[config.mk]
export PLATFORM = sky130hd
export DESIGN_NAME = stripe_feeder
export DESIGN_NICKNAME = d
export VERILOG_FILES = /design/src/rtl/gene_pkg.sv /design/src/rtl/stripe_feeder.sv
export SDC_FILE = /design/constraint.sdc
export NUM_CORES = 1
export LEC_CHECK = 0
export CELL_PAD_IN_SITES_DETAIL_PLACEMENT = 1
export CELL_PAD_IN_SITES_GLOBAL_PLACEMENT = 1
export CORE_ASPECT_RATIO = 1.1
export CORE_MARGIN = 5
export CORE_UTILIZATION = 27
export DETAILED_ROUTE_END_ITERATION = 12
export GPL_TIMING_DRIVEN = 0
export PLACE_DENSITY_LB_ADDON = 0.1
export RECOVER_POWER = 25
export SYNTH_ARGS = -nofsm -noshare
export SYNTH_HDL_FRONTEND = slang
export SYNTH_SLANG_ARGS = --single-unit
[constraint.sdc]
create_clock -name i_clk -period 2.1 [get_ports i_clk]
set_input_delay 0.42 -clock i_clk [delete_from_list [all_inputs] [get_ports i_clk]]
set_output_delay 0.42 -clock i_clk [all_outputs]
set_load 0.05 [all_outputs]
[src/rtl/gene_pkg.sv]
// gene_pkg: shared types and constants for the stripe feeder and its
// neighbours (gene memories, PE_array_64).
//   base_t          2-bit nucleotide code
//   SEQ_LEN         bases per gene
//   PE_NUM          PEs per array = gene-B bases per stripe
//   SCORE_W         alignment score width
//   GAP_CYCLES      idle cycles (start low) between B update and first A base
//   feeder_state_t  stripe_feeder FSM encoding
package gene_pkg;

    localparam int SEQ_LEN     = 1024;
    localparam int PE_NUM      = 64;
    localparam int SCORE_W     = 14;
    localparam int GAP_CYCLES  = 4;
    localparam int NUM_STRIPES = SEQ_LEN / PE_NUM;
    localparam int A_ADDR_W    = 10;
    localparam int STRIPE_W    = 4;
    localparam int B_W         = 2 * PE_NUM;

    typedef logic [1:0] base_t;

    typedef enum logic [2:0] {
        ST_IDLE   = 3'd0,
        ST_LOAD_B = 3'd1,
        ST_GAP    = 3'd2,
        ST_STREAM = 3'd3,
        ST_DRAIN  = 3'd4,
        ST_NEXT   = 3'd5,
        ST_DONE   = 3'd6
    } feeder_state_t;

endpackage

[src/rtl/stripe_feeder.sv]
// stripe_feeder: sequences PE_array_64 through a full alignment.
// For every stripe it loads 64 gene-B bases onto the array's B bus, waits
// GAP_CYCLES, then streams gene A one base per cycle with a start strobe.
// When the array reports stripe_end it records start position and score,
// keeps the running maximum and advances to the next stripe.
//
// Ports:
//   i_clk, i_rst          clock, synchronous active-high reset
//   i_go                  one-cycle start request (ignored while busy)
//   o_a_addr / i_a_data   gene-A memory, 1-cycle read latency
//   o_b_addr / i_b_data   gene-B stripe memory, 1-cycle read latency
//   o_pe_start, o_pe_A, o_pe_B                  drive the array inputs
//   i_stripe_end, i_start_position, i_max_score_stripe   array results
//   o_busy, o_done        alignment in progress / one-cycle end pulse
//   o_max_score           running (then final) maximum over stripes
//   o_stripe_idx          current stripe
//   o_dbg_state           FSM state, for observation only
//   Optional (macro STRIPE_TRACE_EN): o_trace_valid, o_trace_stripe,
//   o_trace_score, o_trace_pos -- one pulse per captured stripe.
//
// Handshake: o_pe_start high qualifies o_pe_A for exactly that cycle (no
// back-pressure). i_stripe_end is a one-cycle event; when sampled high in
// STREAM or DRAIN the strobe drops on that same edge, the prefetched base is
// dropped and i_start_position / i_max_score_stripe are taken that cycle.
module stripe_feeder
    import gene_pkg::*;
(
    input  logic                    i_clk,
    input  logic                    i_rst,
    input  logic                    i_go,
    output logic [A_ADDR_W-1:0]     o_a_addr,
    input  base_t                   i_a_data,
    output logic [STRIPE_W-1:0]     o_b_addr,
    input  logic [B_W-1:0]          i_b_data,
    output logic                    o_pe_start,
    output base_t                   o_pe_A,
    output logic [B_W-1:0]          o_pe_B,
    input  logic                    i_stripe_end,
    input  logic [A_ADDR_W-1:0]     i_start_position,
    input  logic [SCORE_W-1:0]      i_max_score_stripe,
    output logic                    o_busy,
    output logic                    o_done,
    output logic [SCORE_W-1:0]      o_max_score,
    output logic [STRIPE_W-1:0]     o_stripe_idx,
    output feeder_state_t           o_dbg_state
`ifdef STRIPE_TRACE_EN
    ,
    output logic                    o_trace_valid,
    output logic [STRIPE_W-1:0]     o_trace_stripe,
    output logic [SCORE_W-1:0]      o_trace_score,
    output logic [A_ADDR_W-1:0]     o_trace_pos
`endif
);

    // One extra bit on the A pointer so "all bases issued" (== SEQ_LEN) and
    // "next stripe would start past the end" are plain compares.
    localparam int PTR_W = A_ADDR_W + 1;
    localparam logic [PTR_W-1:0]    SEQ_LEN_P   = PTR_W'(SEQ_LEN);
    localparam logic [STRIPE_W-1:0] LAST_STRIPE = STRIPE_W'(NUM_STRIPES - 1);
    localparam logic [2:0]          GAP_LAST    = 3'(GAP_CYCLES - 1);
    // The first A read is issued two cycles before the end of GAP so that
    // its data lands on o_pe_A exactly on the edge leaving GAP.
    localparam logic [2:0]          GAP_ISSUE   = 3'(GAP_CYCLES - 2);

    feeder_state_t          state_q, state_d;
    logic [STRIPE_W-1:0]    stripe_q, stripe_d;
    logic [PTR_W-1:0]       a_ptr_q, a_ptr_d;
    logic [PTR_W-1:0]       next_ptr_q, next_ptr_d;
    logic [2:0]             cnt_q, cnt_d;
    logic                   fetch_v_q, fetch_v_d;
    logic                   pe_start_q, pe_start_d;
    base_t                  pe_a_q, pe_a_d;
    logic [B_W-1:0]         pe_b_q, pe_b_d;
    logic [SCORE_W-1:0]     max_q, max_d;
    logic                   issue;
    logic                   capture;

    always_comb begin
        state_d    = state_q;
        stripe_d   = stripe_q;
        a_ptr_d    = a_ptr_q;
        next_ptr_d = next_ptr_q;
        cnt_d      = cnt_q;
        fetch_v_d  = 1'b0;
        pe_start_d = 1'b0;
        pe_a_d     = pe_a_q;
        pe_b_d     = pe_b_q;
        max_d      = max_q;
        issue      = 1'b0;
        capture    = 1'b0;

        case (state_q)
            ST_IDLE: begin
                if (i_go) begin
                    stripe_d = '0;
                    a_ptr_d  = '0;
                    max_d    = '0;
                    cnt_d    = '0;
                    state_d  = ST_LOAD_B;
                end
            end
            ST_LOAD_B: begin
                // cnt 0: address out; cnt 1: memory data present, latch it.
                if (cnt_q == 3'd0) begin
                    cnt_d = 3'd1;
                end else begin
                    pe_b_d  = i_b_data;
                    cnt_d   = '0;
                    state_d = ST_GAP;
                end
            end
            ST_GAP: begin
                cnt_d = cnt_q + 3'd1;
                if (cnt_q >= GAP_ISSUE) begin
                    issue = 1'b1;
                end
                if (fetch_v_q) begin
                    pe_a_d     = i_a_data;
                    pe_start_d = 1'b1;
                end
                if (cnt_q == GAP_LAST) begin
                    cnt_d   = '0;
                    state_d = ST_STREAM;
                end
            end
            ST_STREAM, ST_DRAIN: begin
                // stripe_end has priority over A exhaustion.
                if (i_stripe_end) begin
                    capture = 1'b1;
                    state_d = ST_NEXT;
                end else if (state_q == ST_STREAM) begin
                    if (fetch_v_q) begin
                        pe_a_d     = i_a_data;
                        pe_start_d = 1'b1;
                        issue      = 1'b1;
                    end else begin
                        state_d = ST_DRAIN;
                    end
                end
            end
            ST_NEXT: begin
                if ((stripe_q == LAST_STRIPE) || (next_ptr_q >= SEQ_LEN_P)) begin
                    state_d = ST_DONE;
                end else begin
                    stripe_d = stripe_q + STRIPE_W'(1);
                    a_ptr_d  = next_ptr_q;
                    cnt_d    = '0;
                    state_d  = ST_LOAD_B;
                end
            end
            ST_DONE: begin
                state_d = ST_IDLE;
            end
            default: begin
                state_d = ST_IDLE;
            end
        endcase

        if (capture) begin
            next_ptr_d = {1'b0, i_start_position} + PTR_W'(1);
            if (i_max_score_stripe > max_q) begin
                max_d = i_max_score_stripe;
            end
        end

        // Reads stop once the last base has been requested; the pipeline
        // then runs dry and STREAM falls into DRAIN.
        if (issue && (a_ptr_q < SEQ_LEN_P)) begin
            fetch_v_d = 1'b1;
            a_ptr_d   = a_ptr_q + PTR_W'(1);
        end
    end

    always_ff @(posedge i_clk) begin
        if (i_rst) begin
            state_q    <= ST_IDLE;
            stripe_q   <= '0;
            a_ptr_q    <= '0;
            next_ptr_q <= '0;
            cnt_q      <= '0;
            fetch_v_q  <= 1'b0;
            pe_start_q <= 1'b0;
            pe_a_q     <= '0;
            pe_b_q     <= '0;
            max_q      <= '0;
        end else begin
            state_q    <= state_d;
            stripe_q   <= stripe_d;
            a_ptr_q    <= a_ptr_d;
            next_ptr_q <= next_ptr_d;
            cnt_q      <= cnt_d;
            fetch_v_q  <= fetch_v_d;
            pe_start_q <= pe_start_d;
            pe_a_q     <= pe_a_d;
            pe_b_q     <= pe_b_d;
            max_q      <= max_d;
        end
    end

    assign o_a_addr     = a_ptr_q[A_ADDR_W-1:0];
    assign o_b_addr     = stripe_q;
    assign o_stripe_idx = stripe_q;
    assign o_pe_start   = pe_start_q;
    assign o_pe_A       = pe_a_q;
    assign o_pe_B       = pe_b_q;
    assign o_max_score  = max_q;
    assign o_busy       = (state_q != ST_IDLE) && (state_q != ST_DONE);
    assign o_done       = (state_q == ST_DONE);
    assign o_dbg_state  = state_q;

`ifdef STRIPE_TRACE_EN
    logic                   trace_valid_q, trace_valid_d;
    logic [STRIPE_W-1:0]    trace_stripe_q, trace_stripe_d;
    logic [SCORE_W-1:0]     trace_score_q, trace_score_d;
    logic [A_ADDR_W-1:0]    trace_pos_q, trace_pos_d;

    always_comb begin
        trace_valid_d  = 1'b0;
        trace_stripe_d = trace_stripe_q;
        trace_score_d  = trace_score_q;
        trace_pos_d    = trace_pos_q;
        if (capture) begin
            trace_valid_d  = 1'b1;
            trace_stripe_d = stripe_q;
            trace_score_d  = i_max_score_stripe;
            trace_pos_d    = i_start_position;
        end
    end

    always_ff @(posedge i_clk) begin
        if (i_rst) begin
            trace_valid_q  <= 1'b0;
            trace_stripe_q <= '0;
            trace_score_q  <= '0;
            trace_pos_q    <= '0;
        end else begin
            trace_valid_q  <= trace_valid_d;
            trace_stripe_q <= trace_stripe_d;
            trace_score_q  <= trace_score_d;
            trace_pos_q    <= trace_pos_d;
        end
    end

    assign o_trace_valid  = trace_valid_q;
    assign o_trace_stripe = trace_stripe_q;
    assign o_trace_score  = trace_score_q;
    assign o_trace_pos    = trace_pos_q;
`endif

endmodule

# After elaboration in Yosys (flattened, before gate mapping)
# Index checks and enable logic that the tools add are counted.
# totals
output_inout_bits	168
wordCells	92
reg_bits	178
# classes
add_sub_neg	4
n_reduce_logical	17
n_eq_ne	19
bitwise_logic	1
magnitude_cmp	4
mux	37
# ops
operator	n
14-bit 2-to-1 mux	4
11-bit 2-to-1 mux	3
3-bit 2-to-1 mux	10
11-bit one-hot mux with 2 select lines	1
3-bit inequality test (second input constant)	5
3-bit one-hot mux with 5 select lines	1
14-bit > comparator	1
2-bit inequality test (second input constant)	6
3-bit one-hot mux with 4 select lines	1
3-bit AND reduction	4
10-bit by 1-bit adder with 11-bit output (second input constant)	1
11-bit by 1-bit adder with 11-bit output (second input constant)	1
11-bit >= comparator (second input constant)	1
11-bit less-than comparator (second input constant)	1
3-bit by 2-bit == test with 1-bit output (second input constant)	3
3-bit == test (second input constant)	3
1-bit 2-to-1 mux	8
4-bit 2-to-1 mux	2
4-bit one-hot mux with 2 select lines	1
3-bit logical NOT	2
2-bit 2-to-1 mux	3
3-bit nonzero test	2
5-bit AND reduction	1
4-bit by 1-bit adder with 4-bit output (second input constant)	1
13 further kinds	16

# Logic depth before layout (Yosys ltp)
# logic_depth
ltp_word	7
mapped_depth	8

# Worst setup path after synthesis
# OpenSTA, ideal clock, no wires.
# synth_path
path_type	register to output
startpoint	register state_q[1], in the netlist o_dbg_state[1]
endpoint	output port o_done
arrival_ns	2.299
path_slack_ns	-0.619
stages_incl_launch_ff	4
t_required_ns	1.680
cell_sequence	dfxtp_1 > buf_6 > clkbuf_1 > nor3b_1
# synth_between
elab_chain_len	1
# synth_lines
item	line	rtl
start, declared	stripe_feeder.sv:65	feeder_state_t state_q, state_d;
start signal, assigned	stripe_feeder.sv:187	state_q <= state_d;
3-bit == test	stripe_feeder.sv:208	assign o_done = (state_q == ST_DONE);
end, declared	stripe_feeder.sv:42	output logic o_done,
# Every way passes these cells.

# Worst setup path in the final report
# layout_path
startpoint	input port i_max_score_stripe[5]
endpoint	register max_q[3], in the netlist o_max_score[3]
# layout_between
elab_chain_len	3
# layout_lines
item	line	rtl
start, declared	stripe_feeder.sv:40	input logic [SCORE_W-1:0] i_max_score_stripe,
14-bit > comparator	stripe_feeder.sv:161	if (i_max_score_stripe > max_q) begin
14-bit 2-to-1 mux	stripe_feeder.sv:161	
14-bit 2-to-1 mux	stripe_feeder.sv:159	if (capture) begin
end signal, assigned	stripe_feeder.sv:196	max_q <= max_d;
end, declared	stripe_feeder.sv:74	logic [SCORE_W-1:0] max_q, max_d;
# Every way passes these cells.
# A chain may end at the register's enable or synchronous reset.

==> reports/qor.csv <==
stage,metric,value,unit
status,status,"complete, but fails checks",
status,failing checks,setup timing,
logic_synthesis,multiplexer share of the synthesized area,0.00276,
sta,clk_skew,0.0134,ns
cells_and_area,layout cell share with drive strength beyond 1,0.110,
cts,cts hold-fix bufs,0,
sta,final worst slack,-0.0481,ns
worst_hold_path,worst hold path class,primary input to flip-flop,
logic_synthesis,largest cells by area after synthesis,"dfxtp_1, nand2_1, a21oi_1, ha_1, clkbuf_1",
critical_path,crit end category,flip-flop,
logic_synthesis,sequential area share after synthesis,0.491,
cts,Clock Pin Slew Worst Setup and Hold Paths,0.07,ns
placement,DP Worst Slack,-0.562,ns
pwr,Switch Pwr,4.08,mW
logic_synthesis,count of synthesis-stage warnings from yosys,0,
placement,Placed Cells incl. Taps,1576,
floorplan,Die Y-Extent,182,um
cells_and_area,Layout Utilization,0.442,
grt,largest net degree at the start of global routing,19,
sta,worst-margin pin slew,0.736,ns
floorplan,Die ar.,0.0303,mm^2
critical_path,CP arrival,2.46,ns
logic_synthesis,number of flops mapped to enable cells by yosys,0,
floorplan,FP Rows,63,
grt,initial antenna violation count,6,
sta,fmax,0.466,GHz
pwr,Clock power frac,0.303,
pwr,peak supply drop,0.447,mV
cts,CTS root buf,clkbuf_16,
cells_and_area,Area Growth Syn to Fin,62.8,%
placement,placed wire-length estimate,22300,um
critical_path,critical path class,primary input to flip-flop,
sta,Final min period,2.15,ns
floorplan,I/O pins,326,
logic_synthesis,xor/xnor share of the synthesized area,0.0169,
logic_synthesis,Avg Synthesized Cell Area,8.12,um^2
cts,Clock Sinks,178,
placement,PortBufs,325,
cts,clock latency on the worst-skew pair,0.43,ns
detailed_routing,Final ANT Viol Nets,0,
floorplan,chip width,166,um
logic_synthesis,largest family of logic cells by synthesized area,simple AND/OR/NAND/NOR gates,
pwr,cell-internal power,6.74,mW
logic_synthesis,cell area after synthesis,0.00726,mm^2
critical_path,Crit path required time,2.42,ns
logic_synthesis,compound-cell area share of the yosys netlist,0.182,
cells_and_area,Finished Layout Cells,1625,
detailed_routing,WL final,29000,um
logic_synthesis,simple-gate share of the synthesized area,0.214,
grt,gr usage total,0.183,
cells_and_area,most frequent cells in the layout,"nand2_1, clkdlybuf4s50_1, dfxtp_1, a21oi_1, nor2_1",
logic_synthesis,Synth Area in Adders,0.0327,
pwr,leakage,4.28,nW
detailed_routing,Vias/cell,4.57,
floorplan,initial core utilization,0.272,
detailed_routing,DR vias,7428,
logic_synthesis,#FFs+latches synth,178,
cts,CTS tree,yes,
grt,GR Overflow Total,0,
pwr,Combinational Power Share,0.337,
logic_synthesis,most area-hungry cell type in the Yosys netlist,dfxtp_1,
detailed_routing,1st-iter DRT viols,305,
detailed_routing,# DRC,0,
run,maxcap violations,0,
sta,Fin. Hold Viols,0,
logic_synthesis,"Primary FF master, synth",dfxtp_1,
critical_path,"Max FO, Critical Path",5,
cells_and_area,nets@finish,1427,
pwr,switching part of the total power,0.377,
cells_and_area,Filler cells,3149,
cts,H-tree levels,4,
detailed_routing,drt first pass iters,4,
cts,clk buf depth,2,
grt,vias in the first global route,7630,
pwr,Pwr Density,915,mW/mm^2
sta,unrepaired setup endpoints after global routing,yes,
logic_synthesis,Cells after Synth,894,
placement,final RePlAce weighted congestion,0.802,
logic_synthesis,post-synthesis net count,1071,
sta,"Slew Viols, Final",0,
logic_synthesis,share of flip-flops with an asynchronous set or reset,0,
floorplan,Core Area,0.0267,mm^2
logic_synthesis,Synth top area share,0.491,
sta,setup violators final,12,
sta,period utilization,1.02,
pwr,register share of total power,0.360,
sta,Max transition margin,0.511,
pwr,final total power,10.8,mW
logic_synthesis,distinct cell type count after synthesis,58,
critical_path,CP Launch Type,primary input,
cts,CTS buffer count,17,
detailed_routing,WL per Instance,17.9,um
grt,first-pass GRT wire length,44000,um
## through the flow
step / area [um^2] / hold WS (ns) / TNS [ns]
final: 11800 / 0.275 / -0.349
after global routing: 11800 / 0.256 / -0.882
after CTS: 11600 / 0.455 / 0
after detailed placement: 11000 / 0.446 / -45.51
after global placement: 11000 / 0.441 / -44.37
after floorplan: 7300 / 0.431 / 0
## cell families after synthesis
| logic type | Yosys count |
|---|---|
| AND/OR/NAND/NOR | 372 |
| buffers and inverters | 91 |
| flip-flops | 178 |
| AO/OA/AOI/OAI | 218 |
| adder cells (fa/ha/maj) | 19 |
| multiplexers | 2 |
| XOR/XNOR | 14 |
## synthesized netlist by cell type (3+ instances only)
master and count:
a211oi_1 10, a21o_1 3, a21oi_1 155, a22o_1 13, a22oi_1 5, a31oi_1 3, buf_1 3, buf_2 17
buf_4 16, buf_6 3, clkbuf_1 33, dfxtp_1 178, ha_1 19, inv_1 19, nand2_1 284, nand2b_1 10
nand3_1 9, nand4_1 8, nor2_1 33, nor3_1 9, o21ai_0 6, xnor2_1 8, xor2_1 6
## layout make-up
cell class	count	area [um^2]	area share
Clock inverter	14	165	0.0140
Multi-Input combinational cell	625	3400	0.287
Tap cell	357	447	0.0378
Antenna cell	5	12.5	0.00106
Inverter	19	71.3	0.00603
Sequential cell	178	3580	0.303
Buffer	72	399	0.0338
Clock buffer	18	439	0.0371
Timing Repair Buffer	337	3310	0.280
## flip-flops by register name, summed over array words and instances, names as in the netlist, 2 cells and up
| signal | cells |
|---|---|
| o_pe_B | 128 |
| o_max_score | 14 |
| a_ptr_q | 11 |
| next_ptr_q | 11 |
| o_b_addr | 4 |
| cnt_q | 3 |
| o_dbg_state | 3 |
| o_pe_A | 2 |
## timing repair
item	4_1_cts	5_1_grt
endpoints found under the setup margin	141	107
buffers inserted	2	8
resized for setup	45	60
hold endpoints to repair	0	0
gates cloned	0	2
pin swaps	3	18
## worst paths after layout
check,start,endpoint,slack [ns],depth (start not counted)
min,i_max_score_stripe[11],o_max_score[11]$_SDFF_PP0_,0.27,2
min reg2reg,o_pe_B[77]$_SDFFE_PP0P_,o_pe_B[77]$_SDFFE_PP0P_,0.45,2
max reg2reg,o_max_score[9]$_SDFF_PP0_,o_max_score[3]$_SDFF_PP0_,-0.02,9
max,i_max_score_stripe[5],o_max_score[3]$_SDFF_PP0_,-0.05,9
## power by group through the flow
stage / combinational, mW / sequential (mW) / clock [mW]
floorplan: 1.42 / 4.76 / 0
global placement: 3.59 / 3.96 / 0
detailed placement: 3.60 / 3.98 / 0
CTS: 3.61 / 3.90 / 3.41
global route: 3.92 / 3.94 / 3.53
finish: 3.64 / 3.90 / 3.28
## layer usage
| metal | vias up | share of wire | wire [um] | track usage |
|---|---|---|---|---|
| li1 | 3697 | - | - | - |
| met1 | 3495 | 0.42 | 12300 | 0.217 |
| met2 | 199 | 0.50 | 14600 | 0.324 |
| met3 | 35 | 0.050 | 1460 | 0.0442 |
| met4 | 2 | 0.022 | 628 | 0.0622 |
| met5 | - | 0.00045 | 13 | 0 |
## critical path, stage by stage
cell and delay [ns]:
clkdlybuf4s50_1 0.43, ha_1 0.33, nand4_1 0.16, buf_4 0.18
o41ai_4 0.35, buf_4 0.19, a311oi_4 0.05, buf_6 0.17
a22o_1 0.19
Power figures use the tool's default switching activity.
